--- config.mk ---
export PLATFORM = sky130hd
export DESIGN_NAME = shift_sequencer
export DESIGN_NICKNAME = d
export VERILOG_FILES = /design/src/rtl/shift_pkg.sv /design/src/rtl/mux2to1.sv /design/src/rtl/shift_stage.sv /design/src/rtl/shift_sequencer.sv
export SDC_FILE = /design/constraint.sdc
export NUM_CORES = 1
export LEC_CHECK = 0
export CAP_MARGIN = 15
export CORE_UTILIZATION = 35
export CTS_CLUSTER_DIAMETER = 50
export DETAILED_ROUTE_END_ITERATION = 8
export DONT_BUFFER_PORTS = 1
export GPL_TIMING_DRIVEN = 0
export PLACE_DENSITY = 0.55
export SLEW_MARGIN = 0
export SYNTH_ARGS = -nofsm -noshare
export SYNTH_HDL_FRONTEND = slang
export SYNTH_SLANG_ARGS = --single-unit
--- constraint.sdc ---
create_clock -name clk -period 4 [get_ports clk]
set_input_delay 1 -clock clk [delete_from_list [all_inputs] [get_ports clk]]
set_output_delay 1 -clock clk [all_outputs]
set_load 0.01 [all_outputs]
--- src/rtl/shift_pkg.sv ---
// Shared types for the serial shift sequencer: FSM states and shift-mode encoding.
package shift_pkg;

  typedef enum logic [1:0] {
    IDLE  = 2'd0,
    SHIFT = 2'd1,
    HOLD  = 2'd2
  } state_e;

  localparam logic [1:0] SH_LOGIC = 2'd0;
  localparam logic [1:0] SH_ARITH = 2'd1;
  localparam logic [1:0] SH_ROT   = 2'd2;

  // Rotate wins over arithmetic; neither flag means a logical shift.
  function automatic logic [1:0] mode_of(input logic sra, input logic rotate);
    if (rotate)   return SH_ROT;
    else if (sra) return SH_ARITH;
    else          return SH_LOGIC;
  endfunction

endpackage

--- src/rtl/mux2to1.sv ---
// Single-bit 2:1 multiplexer, the leaf cell of the shift stage.
module mux2to1 (
  input  logic a,
  input  logic b,
  input  logic sel,
  output logic y
);

  assign y = sel ? b : a;

endmodule

--- src/rtl/shift_stage.sv ---
// One right-shift/rotate stage by 2^k, bypassed when en is low.
module shift_stage #(
  parameter int WIDTH  = 32,
  parameter int STAGES = $clog2(WIDTH)
) (
  input  logic [WIDTH-1:0]  data,
  input  logic [STAGES-1:0] k,
  input  logic              en,
  input  logic              fill,
  input  logic              rotate,
  output logic [WIDTH-1:0]  res
);

  // One candidate word per distance; k picks which one the cycle uses.
  logic [STAGES-1:0][WIDTH-1:0] cand;
  logic [WIDTH-1:0]             sel_word;

  for (genvar s = 0; s < STAGES; s++) begin : g_dist
    for (genvar i = 0; i < WIDTH; i++) begin : g_bit
      localparam int J = i + (2 ** s);
      if (J < WIDTH) begin : g_keep
        assign cand[s][i] = data[J];
      end else begin : g_vac
        mux2to1 u_fill (
          .a   (fill),
          .b   (data[J-WIDTH]),
          .sel (rotate),
          .y   (cand[s][i])
        );
      end
    end
  end

  assign sel_word = cand[k];

  for (genvar i = 0; i < WIDTH; i++) begin : g_en
    mux2to1 u_en (
      .a   (data[i]),
      .b   (sel_word[i]),
      .sel (en),
      .y   (res[i])
    );
  end

endmodule

--- src/rtl/shift_sequencer.sv ---
// Serial 32-bit right shift/rotate: one power-of-two stage per clock through a
// single shared stage, largest distance first, with valid/ready on both sides.
module shift_sequencer
  import shift_pkg::*;
#(
  parameter int WIDTH  = 32,
  parameter int STAGES = $clog2(WIDTH)
) (
  input  logic              clk,
  input  logic              rst_n,
  input  logic              in_valid,
  output logic              in_ready,
  input  logic [WIDTH-1:0]  in_data,
  input  logic [STAGES-1:0] in_amt,
  input  logic              in_sra,
  input  logic              in_rotate,
  output logic              out_valid,
  input  logic              out_ready,
  output logic [WIDTH-1:0]  out_data
);

  localparam logic [STAGES-1:0] K_TOP = STAGES'(STAGES - 1);
  localparam logic [STAGES-1:0] K_ONE = STAGES'(1);

  state_e            state_q, state_n;
  logic [WIDTH-1:0]  acc_q;
  logic [WIDTH-1:0]  stage_out;
  logic [STAGES-1:0] amt_q;
  logic [STAGES-1:0] k_q;
  logic [1:0]        mode_q;
  logic              fill_q;
  logic              ready_q;
  logic              valid_q;
  logic              accept;
  logic              last_stage;

  assign accept     = (state_q == IDLE) && in_valid && ready_q;
  assign last_stage = (k_q == '0);

  always_ff @(posedge clk) begin
    if (!rst_n) state_q <= IDLE;
    else        state_q <= state_n;
  end

  always_comb begin
    state_n = state_q;
    case (state_q)
      IDLE:    if (accept)     state_n = SHIFT;
      SHIFT:   if (last_stage) state_n = HOLD;
      HOLD:    if (out_ready)  state_n = IDLE;
      default: state_n = IDLE;
    endcase
  end

  // Handshake flags are registered from next state so neither output sees a
  // combinational path from in_valid or out_ready, and ready stays low in reset.
  always_ff @(posedge clk) begin
    if (!rst_n) begin
      ready_q <= 1'b0;
      valid_q <= 1'b0;
    end else begin
      ready_q <= (state_n == IDLE);
      valid_q <= (state_n == HOLD);
    end
  end

  // Fill is the original operand MSB, frozen at accept for every stage.
  always_ff @(posedge clk) begin
    if (!rst_n) begin
      acc_q  <= '0;
      amt_q  <= '0;
      fill_q <= 1'b0;
      mode_q <= SH_LOGIC;
      k_q    <= K_TOP;
    end else if (accept) begin
      acc_q  <= in_data;
      amt_q  <= in_amt;
      fill_q <= in_sra & in_data[WIDTH-1];
      mode_q <= mode_of(in_sra, in_rotate);
      k_q    <= K_TOP;
    end else if (state_q == SHIFT) begin
      acc_q <= stage_out;
      k_q   <= last_stage ? K_TOP : (k_q - K_ONE);
    end
  end

  shift_stage #(
    .WIDTH  (WIDTH),
    .STAGES (STAGES)
  ) u_stage (
    .data   (acc_q),
    .k      (k_q),
    .en     (amt_q[k_q]),
    .fill   (fill_q),
    .rotate (mode_q == SH_ROT),
    .res    (stage_out)
  );

  assign in_ready  = ready_q;
  assign out_valid = valid_q;
  assign out_data  = acc_q;

endmodule

* Word level (Yosys, flattened, before mapping)
Index checks and enable logic that the tools add are counted.
Storage, ports and cells: register bits 49, input port bits 43, output and inout bits 34, logic and storage cells 86
Operators by class: add/sub/neg operators 1, magnitude comparators 1, equality and inequality tests 4, multiplexer cells 61, bitwise gates (word level) 2, reduce and logical (&&, ||, !) cells 9
Operators with widths (number):
- 32-bit binary-select mux with 3-bit select | 1
- 32-bit 2-to-1 mux | 3
- 1-bit 2-to-1 mux | 50
- 2-bit 2-to-1 mux | 4
- 2-bit equality test, second input constant | 3
- 2-bit case mux with 3 select lines | 1
- 5-bit zero test | 1
- 5-bit by 4-bit less-than comparator with 1-bit output, second input constant | 1
- 5-bit 2-to-1 mux | 1
- 5-bit by 1-bit subtractor with 5-bit output, second input constant | 1
- 2-bit zero test | 2
- 2-bit nonzero test | 2
- 1-bit binary-select mux with 3-bit select | 1
- 2-bit by 1-bit equality test with 1-bit output, second input constant | 1
- 1-bit logical AND | 2
- 2-bit AND reduction | 1
- 2-bit OR reduction | 1
- 1-bit bitwise AND | 1
- 1-bit NOT | 1

* Longest topological paths before layout
depth in word-level cells 7, depth in mapped cells 8, mapped depth without buffers 6

* Modules after synthesis
A second synthesis with hierarchy kept.
Second synthesis, totals: cell total of the unflattened synthesis 446, area, all modules 4737.0 um2
Modules (own cells, without submodules):
- shift_sequencer | times used 1, cells an instance 199, area each 1995.7 um2, sequential area each 980.9 um2
- shift_stage | times used 1, cells an instance 184, area each 1795.5 um2, sequential area each 0.0 um2
- mux2to1 | times used 63, cells an instance 1, area each 15.0 um2, sequential area each 0.0 um2

* Least setup slack after synthesis
No wires, ideal clock.
kind input to register, start input in_valid, end register acc_q[31], in the netlist out_data[31], library setup time 86 ps, arrival time 1839 ps, required time 3914 ps, path slack 2076 ps, stages on the path 5, path buffers 2, cell sequence and4bb_2 -> buf_2 -> buf_2 -> nor2_1 -> a211oi_1
On the way: cells in the longest elaborated chain, start to end 4, elaborated cells on any way between the ends 6, those cells by class 1 x mux; 5 x reduce/logical
Ends and longest elaborated chain:
- start, declared | line shift_sequencer.sv:11 | input logic in_valid,
- 1-bit logical AND * (2 in a row) | line shift_sequencer.sv:37 | assign accept = (state_q == IDLE) && in_valid && ready_q;
- 2-bit nonzero test (no line)
- 2-bit AND reduction (no line)
- end signal, assigned | line shift_sequencer.sv:76 | acc_q <= in_data;
- end signal, assigned | line shift_sequencer.sv:82 | acc_q <= stage_out;
- end, declared | line shift_sequencer.sv:26 | logic [WIDTH-1:0] acc_q;
Mark *: on every way between the ends. The rest lies on a longest branch, timed or not. A chain may end at the register's enable or synchronous reset.

* Final worst setup path
start register k_q[1], end register state_q[0]
On the way: cells in the longest elaborated chain, start to end 3
Ends and longest elaborated chain:
- start, declared | line shift_sequencer.sv:29 | logic [STAGES-1:0] k_q;
- start signal, assigned | line shift_sequencer.sv:83 | k_q <= last_stage ? K_TOP : (k_q - K_ONE);
- 5-bit zero test | line shift_sequencer.sv:38 | assign last_stage = (k_q == '0);
- 2-bit 2-to-1 mux | line shift_sequencer.sv:49 | SHIFT: if (last_stage) state_n = HOLD;
- 2-bit case mux with 3 select lines | line shift_sequencer.sv:47 | case (state_q)
- end signal, assigned | line shift_sequencer.sv:42 | else state_q <= state_n;
- end, declared | line shift_sequencer.sv:25 | state_e state_q, state_n;
Every way passes these cells.

==> run_results.csv <==
group,metric,value,unit
status,status,"finished clean",
synthesis,yosys.area_share.xor_xnor,0.236,%
floorplanning,die_width,105,um
floorplanning,fp.dieH,105,um
timing,final.setup_skew,8.64,ps
global_route,grt.overflow.total,0,
clock_network,insertion_delay,310,ps
placement,port_buffers,0,
critical_path,endpoint,"state_q[0]",
finish,post-route-util,38.7,%
global_route,gr-usage-all-layers,23.2,%
finish,layoutNonFillerInstCount,595,
critical_path,worstReg2RegStart,"k_q[1]",
synthesis,postSynthRegisterBits,49,
finish,final_area,0.00400,sq mm
synthesis,postSynthAreaPerCell,8.23,sq um
timing,layout_setup_ws,1800,ps
clock_network,cts.sinks,49,
finish,layout_commonest_cell,"nand2_1",
global_route,grt_max_degree,15,
clock_network,numCtsBuffers,5,
synthesis,synth.area.mux_share,17.5,%
finish,regArea,981,sq um
placement,dp_hpwl,9450,um
critical_path,worstSetupStartpoint,"k_q[1]",
global_route,grt_first_pass_wirelength,19500,um
drt,wl,12600,um
power_and_ir_drop,switching_fraction_of_total_power,33.3,%
drt,iter_0_drt_violations,318,
synthesis,synth_area_leader_cell,"dfxtp_1",
floorplanning,ios,77,
clock_network,cts_max_path_buffers,2,
power_and_ir_drop,peakVddDrop,160,uV
clock_network,h-tree-depth,2,
drt,final_routed_drc_violation_total,0,
clock_network,cts_hold_repair_buffers,0,
critical_path,worstReg2RegEnd,"state_q[0]",
floorplanning,floorplan.initialDensity,36.0,%
critical_path,timing.reg2reg.worst_path_depth,7,
power_and_ir_drop,internal_power,854,uW
finish,multi_input_area,0.00220,sq mm
timing,max_freq,454,MHz
timing,setup-violations-final,0,
synthesis,yosys-top-cells-area,"dfxtp_1 (26%), mux4_2 (15%), buf_4 (7.7%)",
finish,final_net_count,502,
synthesis,syn-num-nets,495,
finish,num_antenna_cells,0,
clock_network,clk_root_buffer_cell,"clkbuf_8",
placement,place_worst_setup_slack,1660,ps
power_and_ir_drop,net-switching-power,426,uW
clock_network,cts_resized,0,
critical_path,r2r_slack,1800,ps
finish,drive_gt1_share,21.4,%
synthesis,main_combinational_cell_family_by_area_after_synthesis,"compound AO/OA/AOI/OAI gates",
clock_network,post-cts-setup-buffers,0,
placement,routabilityCongestion,0.975,
timing,period_share,55.1,%
synthesis,synth.yosys.warnings,0,
clock_network,cts.reportedPaths.clkPinSlew,90,ps
critical_path,criticalPathCategory,"flip-flop to flip-flop",
critical_path,worstPathArrival,2410,ps
synthesis,synth_async_sr_flop_share,0,%
timing,number_of_hold_violations_in_the_final_report,0,
drt,first_pass_iters,6,
finish,filler_cell_count,1092,
power_and_ir_drop,seqPwrFrac,43.8,%
power_and_ir_drop,p_leak,0.00136,uW
synthesis,syn-instance-count,451,
worst_hold_path,worst_hold_path_type,"flip-flop to flip-flop",
finish,commonest_non_fill_non_tap_cells_in_the_layout,"nand2_1 (56), o21ai_0 (50), dfxtp_1 (49)",
synthesis,yosysTopAreaCellShare,26.4,%
power_and_ir_drop,power.clock.fraction,29.5,%
global_route,grt_pass1_vias,3358,
timing,timing_worst_slew_pin_value,795,ps
timing,grt_setup_unrepaired,"no",
global_route,grt_antenna_before_repair,0,
critical_path,worstPathRequired,4210,ps
synthesis,synth.cell_area,0.00371,sq mm
drt,route.detailed.wl_per_inst,21.2,um
timing,timing.slew.headroom,46.2,%
flow_run,maxCapViolations,0,
synthesis,synth_compound_area_share,25.3,%
critical_path,worst_setup_path_end_kind,"flip-flop",
floorplanning,core,0.0103,sq mm
power_and_ir_drop,power_frac_comb,26.7,%
drt,num_vias,3504,
floorplanning,die_area,0.0110,sq mm
synthesis,number_of_enable_type_register_cells_in_the_synthesized_netlist,0,
power_and_ir_drop,p_per_area,320,mW/mm^2
placement,placedCellCount,587,
synthesis,ys_seq_area_share,26.4,%
floorplanning,row_count,37,
synthesis,area_share_of_fa_ha_maj_cells_after_synthesis,0.337,%
drt,ant_nets,0,
synthesis,dominantRegCellSynth,"dfxtp_1",
timing,final_max_slew_viol_count,0,
timing,final.setup.tns,0,ps
finish,flow.area_growth_from_synthesis,7.72,%
synthesis,synth_simple_gate_area_share,16.0,%
synthesis,netlist-cell-type-count,50,
clock_network,cts_tree,"done",
drt,post_drt_via_cell_ratio,5.89,
timing,final_period_minus_worst_setup_slack,2200,ps
critical_path,cp_max_fo,10,
critical_path,worst_setup_path_start_kind,"flip-flop",
placement,placed_cell_area,0.00388,sq mm
kinds of logic after synthesis:
logic type / Yosys count
multiplexers: 34
flip-flops: 49
adder cells (fa/ha/maj): 1
XOR/XNOR: 1
AO/OA/AOI/OAI: 156
AND/OR/NAND/NOR: 119
buffers and inverters: 91
cell type report:
type | count | area share (%)
Buffer | 72 | 11.4
Clock buffer | 7 | 2.16
Inverter | 19 | 1.78
Tap cell | 136 | 4.26
Multi-Input combinational cell | 311 | 55.1
Clock inverter | 1 | 0.751
Sequential cell | 49 | 24.5
critical path, stage by stage (launching register included):
cell and delay [ps]:
dfxtp_1 370, buf_4 210, buf_2 220, inv_1 130, ha_1 180, nor4b_1 660
o21ai_0 150, and2_1 180
worst min path at each step:
stage	endpoint	from	depth (start not counted)
2_1_floorplan	k_q[4]	k_q[4]	2
3_3_place_gp	k_q[4]	k_q[4]	2
5_1_grt	k_q[4]	k_q[4]	2
3_5_place_dp	k_q[4]	k_q[4]	2
6_report	k_q[4]	k_q[4]	2
4_1_cts	k_q[4]	k_q[4]	2
per-layer routing:
layer | vias to the layer above | part of all wire, % | wire length (um) | GRT usage, %
met5 | - | 0 | 0 | 0
met4 | 0 | 2.8 | 348 | 8.25
met3 | 32 | 7.1 | 893 | 3.99
met2 | 149 | 47 | 5970 | 37.9
met1 | 1698 | 43 | 5380 | 30.7
li1 | 1625 | - | - | -
flip-flops by register name (all words and copies together), names as in the netlist:
| register | flops |
|---|---|
| out_data | 32 |
| fill_q | 1 |
| out_valid | 1 |
| state_q | 2 |
| mode_q | 2 |
| in_ready | 1 |
| k_q | 5 |
| amt_q | 5 |
power by group through the flow:
stage / clock, uW / combinational [uW] / sequential [uW]
finish: 377 / 342 / 561
global route: 408 / 372 / 564
CTS: 393 / 340 / 559
detailed placement: 0 / 339 / 571
global placement: 0 / 336 / 570
floorplan: 0 / 264 / 548
synthesized netlist by cell type (2+ instances only):
library cell and n:
nand3_1 6, a32oi_1 3, buf_4 38, o21ai_0 50, nor3b_1 3, nor3_1 7
inv_1 19, clkbuf_1 18, mux4_2 24, buf_2 11, a21oi_1 34, dfxtp_1 49
a21boi_0 8, a2111oi_0 2, o22ai_1 29, buf_6 4, a211oi_1 5, a22oi_1 5
mux2i_1 3, nand2_1 56, nand2b_1 3, nor2b_1 17, o31ai_1 8, o21ai_1 3
nor2_1 16, mux2_2 6
through the flow:
stage / hold WS, ps / total power [uW]
after detailed placement: 438 / 909
after CTS: 454 / 1290
after global placement: 436 / 906
final: 452 / 1280
after global routing: 478 / 1340
after floorplan: 423 / 812
No activity file was read; power rests on OpenSTA's default activity.
==> variant 1 (same flow settings) <==
`WIDTH` is set to 32 in 2 places; all go to 64.
--- a/src/rtl/shift_stage.sv
+++ b/src/rtl/shift_stage.sv
@@ -2,3 +2,3 @@
 module shift_stage #(
-  parameter int WIDTH  = 32,
+  parameter int WIDTH  = 64,
   parameter int STAGES = $clog2(WIDTH)
--- a/src/rtl/shift_sequencer.sv
+++ b/src/rtl/shift_sequencer.sv
@@ -5,3 +5,3 @@
 #(
-  parameter int WIDTH  = 32,
+  parameter int WIDTH  = 64,
   parameter int STAGES = $clog2(WIDTH)
Ports: changed (resized in_amt, in_data and out_data); port bits go from 77 to 142. The function was not compared with the original's and may differ.
==> variant 1 against the original RTL <==
The flow now finishes with violations (DRC). Global-route usage up 16 points. Sequential cell count up 34. Cell area up 81%. Wire length grew to 3.1 times the old value. Area after synthesis up 79%. Critical path type unchanged. Synthesized cell count increased by 100%. Cell count rose by 96%. Total power up 110%. Worst setup slack lost 600 ps.
==> variant 1: results (changes against the original RTL) <==
| Metric | Value |
|---|---|
| Arrival time at the worst endpoint | `3060 ps (+650 ps)` |
| Initial drt markers | `1351 (+320%)` |
| Register-to-register path setup slack | `1190 ps (-600 ps)` |
| FILL cells | `2034 (+86%)` |
| Post-DP HPWL | `30.4 mm (+220%)` |
| Most common library cells after synthesis | `nand2_1 (117), dfxtp_1 (83), nand3_1 (81)` |
| Flip-flop count of the largest register after layout | `64 (+100%)` |
| Number of global-route vias before repair | `7247 (+120%)` |
| H-tree depth reported by CTS | `3 (+1)` |
| Remaining DRCs | `1 (+1)` |
| Slowest stage cell on the critical path | `clkbuf_1` |
| Clock slew at reported path FFs | `70 ps (-20 ps)` |
| Dpl ws | `1020 ps (-642 ps)` |
| Biggest area contributors in the synthesized netlist | `dfxtp_1 (25%), buf_4 (7.4%), nand2_1 (6.6%)` |
| First-pass DRT Iterations | `9 (+3)` |
| Slew at the pin closest to its max-slew limit | `923 ps (+128 ps)` |
| Clock latency on the worst-skew pair | `370 ps (+60 ps)` |
| Violated checks | `DRC` |
| Endpoint of the worst hold-timing path | `amt_q[3]` |
| Final Hold Slack | `469 ps (+17.2 ps)` |
| Root cell of the clock tree | `clkbuf_16` |
| Destination of the worst register-to-register timing path | `out_data[30]` |
| Total Wirelength | `38.6 mm (+210%)` |
| CTS Buf Count | `9 (+4)` |
| Hold path start | `amt_q[3]` |
| LEAKAGE | `2.90 nW (+110%)` |
| Outcome | `complete, but fails checks` |
| Gpl congestion | `1.05 (+7.7%)` |
| Worst vdd ir | `0.000188 V (+17%)` |
| Antenna violations before repair | `2 (+2)` |
| Clock skew after layout | `10.7 ps (+2.07 ps)` |
[variant 1: cell families after synthesis]
logic type	after synthesis	synth area share, %
fa+ha+maj	1	0.188
mux	10	2.02
flops	83	25.0
buf+inv	147	12.8
compound gates	301	31.7
xor+xnor	3	0.396
simple gates	373	27.8
[variant 1: layout make-up]
cell class                 count  area [um2]  area share, %
sequential                    83        1660           22.9
multi-input combinational    688        4130           56.9
tap                          234         293           4.04
clock buffer                  10         229           3.16
inverter                       4        15.0          0.207
clock inverter                 6        90.1           1.24
buffer                       143         836           11.5
[variant 1: how the worst max path moves through the flow]
| stage | start | end | slack [ps] | cells past startpoint |
|---|---|---|---|---|
| global route | k_q[1] | out_data[24] | 1190 | 7 |
| CTS | k_q[1] | out_data[33] | 1400 | 7 |
| floorplan | in_valid | out_data[57] | 1860 | 6 |
| detailed placement | in_valid | out_data[4] | 1020 | 5 |
| global placement | in_valid | out_data[10] | 970 | 5 |
| finish | k_q[2] | out_data[30] | 1190 | 7 |
[variant 1: stage by stage]
stage,instances,instance area (um2)
2_1_floorplan,918,6640
3_3_place_gp,1152,6930
3_5_place_dp,1152,6930
4_1_cts,1168,7250
5_1_grt,1168,7250
6_report,1168,7250
[variant 1: power by group]
group | internal, mW | switching (mW) | total (mW)
Clock | 0.549 | 0.401 | 0.951
Sequential | 0.888 | 0.118 | 1.01
Combinational | 0.236 | 0.446 | 0.681
Total | 1.67 | 0.966 | 2.64
[variant 1: layer usage]
metal / vias to the layer above / global-route usage [%] / share of wire (%)
met1: 3913 / 56.1 / 45
met3: 98 / 9.08 / 10
met4: 2 / 15.7 / 4.1
li1: 3362 / - / -
met2: 592 / 56.3 / 41
met5: - / 0 / 0.034
==> variant 2 (config.mk and constraints unchanged) <==
Made on the original files. Make the reset (`rst_n`) asynchronous in 3 clocked blocks.
--- a/src/rtl/shift_sequencer.sv
+++ b/src/rtl/shift_sequencer.sv
@@ -39,3 +39,3 @@
 
-  always_ff @(posedge clk) begin
+  always_ff @(posedge clk or negedge rst_n) begin
     if (!rst_n) state_q <= IDLE;
@@ -56,3 +56,3 @@
   // combinational path from in_valid or out_ready, and ready stays low in reset.
-  always_ff @(posedge clk) begin
+  always_ff @(posedge clk or negedge rst_n) begin
     if (!rst_n) begin
@@ -67,3 +67,3 @@
   // Fill is the original operand MSB, frozen at accept for every stage.
-  always_ff @(posedge clk) begin
+  always_ff @(posedge clk or negedge rst_n) begin
     if (!rst_n) begin
Formal check against the unedited RTL: differs if rst_n is asserted again (counterexample within 4 cycles, from zero or initial values and one cycle with rst_n low); with rst_n held inactive, the same outputs for 10 cycles.
==> variant 2 against the original RTL <==
Critical endpoint is now k_q[3]. Clock skew hardly changed. Fmax is 7.9% lower. Area after synthesis is 5.4% higher. Global-route usage is 3.8 points higher. Wire length is 21% higher. Worst setup slack worse by 190 ps. Synthesized cell count is 9.8% higher. Die area is 5.3% higher. Via count is 13% higher. First-iteration DRC count is 12% higher. Sequential cell count stayed put. Cell area is 5.1% higher.
Power is left out: it rests on default switching activity, and per cell area and clock period it moved more than threefold.
==> variant 2: results (changes against the original RTL) <==
| Metric | Value |
|---|---|
| Outcome | `finished clean` |
| Overall global routing resource usage | `27.0% (+3.8 points)` |
| Average via count per standard cell | `6.17 (+4.8%)` |
| Clock skew after layout | `9.13 ps (+0.485 ps)` |
| Number of global-route vias before repair | `3856 (+15%)` |
| PostCTS Resize Cnt | `0 (unchanged)` |
| First-pass DRT Iterations | `6 (unchanged)` |
| Biggest area contributors in the synthesized netlist | `dfrtp_1 (31%), nand2_1 (8.6%), buf_4 (7.3%)` |
| Post-DP HPWL | `11.3 mm (+20%)` |
| Fraction of synthesized area in multiplexers | `5.50% (-12 points)` |
| Number of nets produced by synthesis | `539 (+8.9%)` |
| Proportion of synthesized chip area in sequential cells | `31.4% (+4.9 points)` |
| Stage delay of the slowest cell on the critical path | `500 ps (-160 ps)` |
| CTS Buf Count | `5 (unchanged)` |
| H-tree depth reported by CTS | `2 (unchanged)` |
| Final layout net count | `546 (+8.8%)` |
| Library cells used by synthesis | `54 (+8.0%)` |
| Dpl ws | `1650 ps (-5.62 ps)` |
| Slowest stage cell on the critical path | `or4b_4` |
| Arrival time at the worst endpoint | `2600 ps (+190 ps)` |
| Initial drt markers | `357 (+12%)` |
| Pin count of the biggest net entering global routing | `50 (+35)` |
| Root cell of the clock tree | `clkbuf_8` |
| Compound-cell area share of the yosys netlist | `28.7% (+3.4 points)` |
| Number of port buffers | `0 (unchanged)` |
| Share of the synthesized netlist area taken by xor and xnor gates | `0.224% (-0.012 points)` |
| Async set-reset flop share out of synthesis | `100% (+100 points)` |
| Clock tree buffer depth | `2 (unchanged)` |
| Worst hold-check path type | `input port to asynchronous set/reset pin` |
| Gpl congestion | `1.04 (+6.2%)` |
| Worst rel slew slack | `57.9% (+12 points)` |
| Routed length per placed instance | `23.7 um (+12%)` |
| Worst path top cell family by delay | `buffers and inverters` |
| Flip-flop count of the largest register after layout | `32 (unchanged)` |
| Number of buffers inserted by post-CTS setup repair | `0 (unchanged)` |
| Most common library cells after synthesis | `nand2_1 (90), dfrtp_1 (48), o21ai_0 (45)` |
| Register-to-register path setup slack | `1610 ps (-190 ps)` |
| Clock slew at reported path FFs | `110 ps (+20 ps)` |
| Proportion of layout cells with a drive suffix above 1 | `16.7% (-4.7 points)` |
| Tmin final | `2390 ps (+188 ps)` |
| First-pass GRT wire length | `23.1 mm (+18%)` |
| Adder-Cell Fraction of Synth Area | `0.320% (-0.017 points)` |
-- variant 2: metrics by stage --
step / area [um2] / instances / hold WS (ps)
finish: 4200 / 643 / 353
global route: 4200 / 643 / 335
CTS: 4200 / 643 / 347
detailed placement: 4090 / 635 / 470
global placement: 4090 / 635 / 466
floorplan: 3910 / 495 / 445
-- variant 2: cell type report --
cell class	count	area (um2)
Clock buffer	5	68.8
Fill cell	1162	6690
Clock inverter	3	46.3
Inverter	4	15.0
Tap cell	140	175
Buffer	75	522
Multi-Input combinational cell	367	2150
Sequential cell	49	1230
-- variant 2: routing by layer --
metal | up-vias | GRT usage, % | wire length, um
met5 | - | 0 | 0
met4 | 0 | 11.4 | 477
met3 | 41 | 5.08 | 1260
met2 | 216 | 41.3 | 6840
met1 | 1948 | 36.9 | 6640
li1 | 1764 | - | -
-- variant 2: cell families after synthesis --
kind of cell               count (synthesis)
and+or+nand+nor                          175
AOI/OAI and AO/OA                        171
buffers and inverters                     79
DFF                                       49
muxes                                     19
xor gates and xnor gates                   1
adders and majority gates                  1
-- variant 2: worst paths after layout --
check | startpoint | to | depth (start not counted)
max | k_q[0] | k_q[3] | 9
min | rst_n | out_data[0] | 0
max reg2reg | k_q[0] | k_q[3] | 9
min reg2reg | amt_q[3] | amt_q[3] | 2
max in group asynchronous | rst_n | k_q[2] | 0
min in group clk | amt_q[3] | amt_q[3] | 2
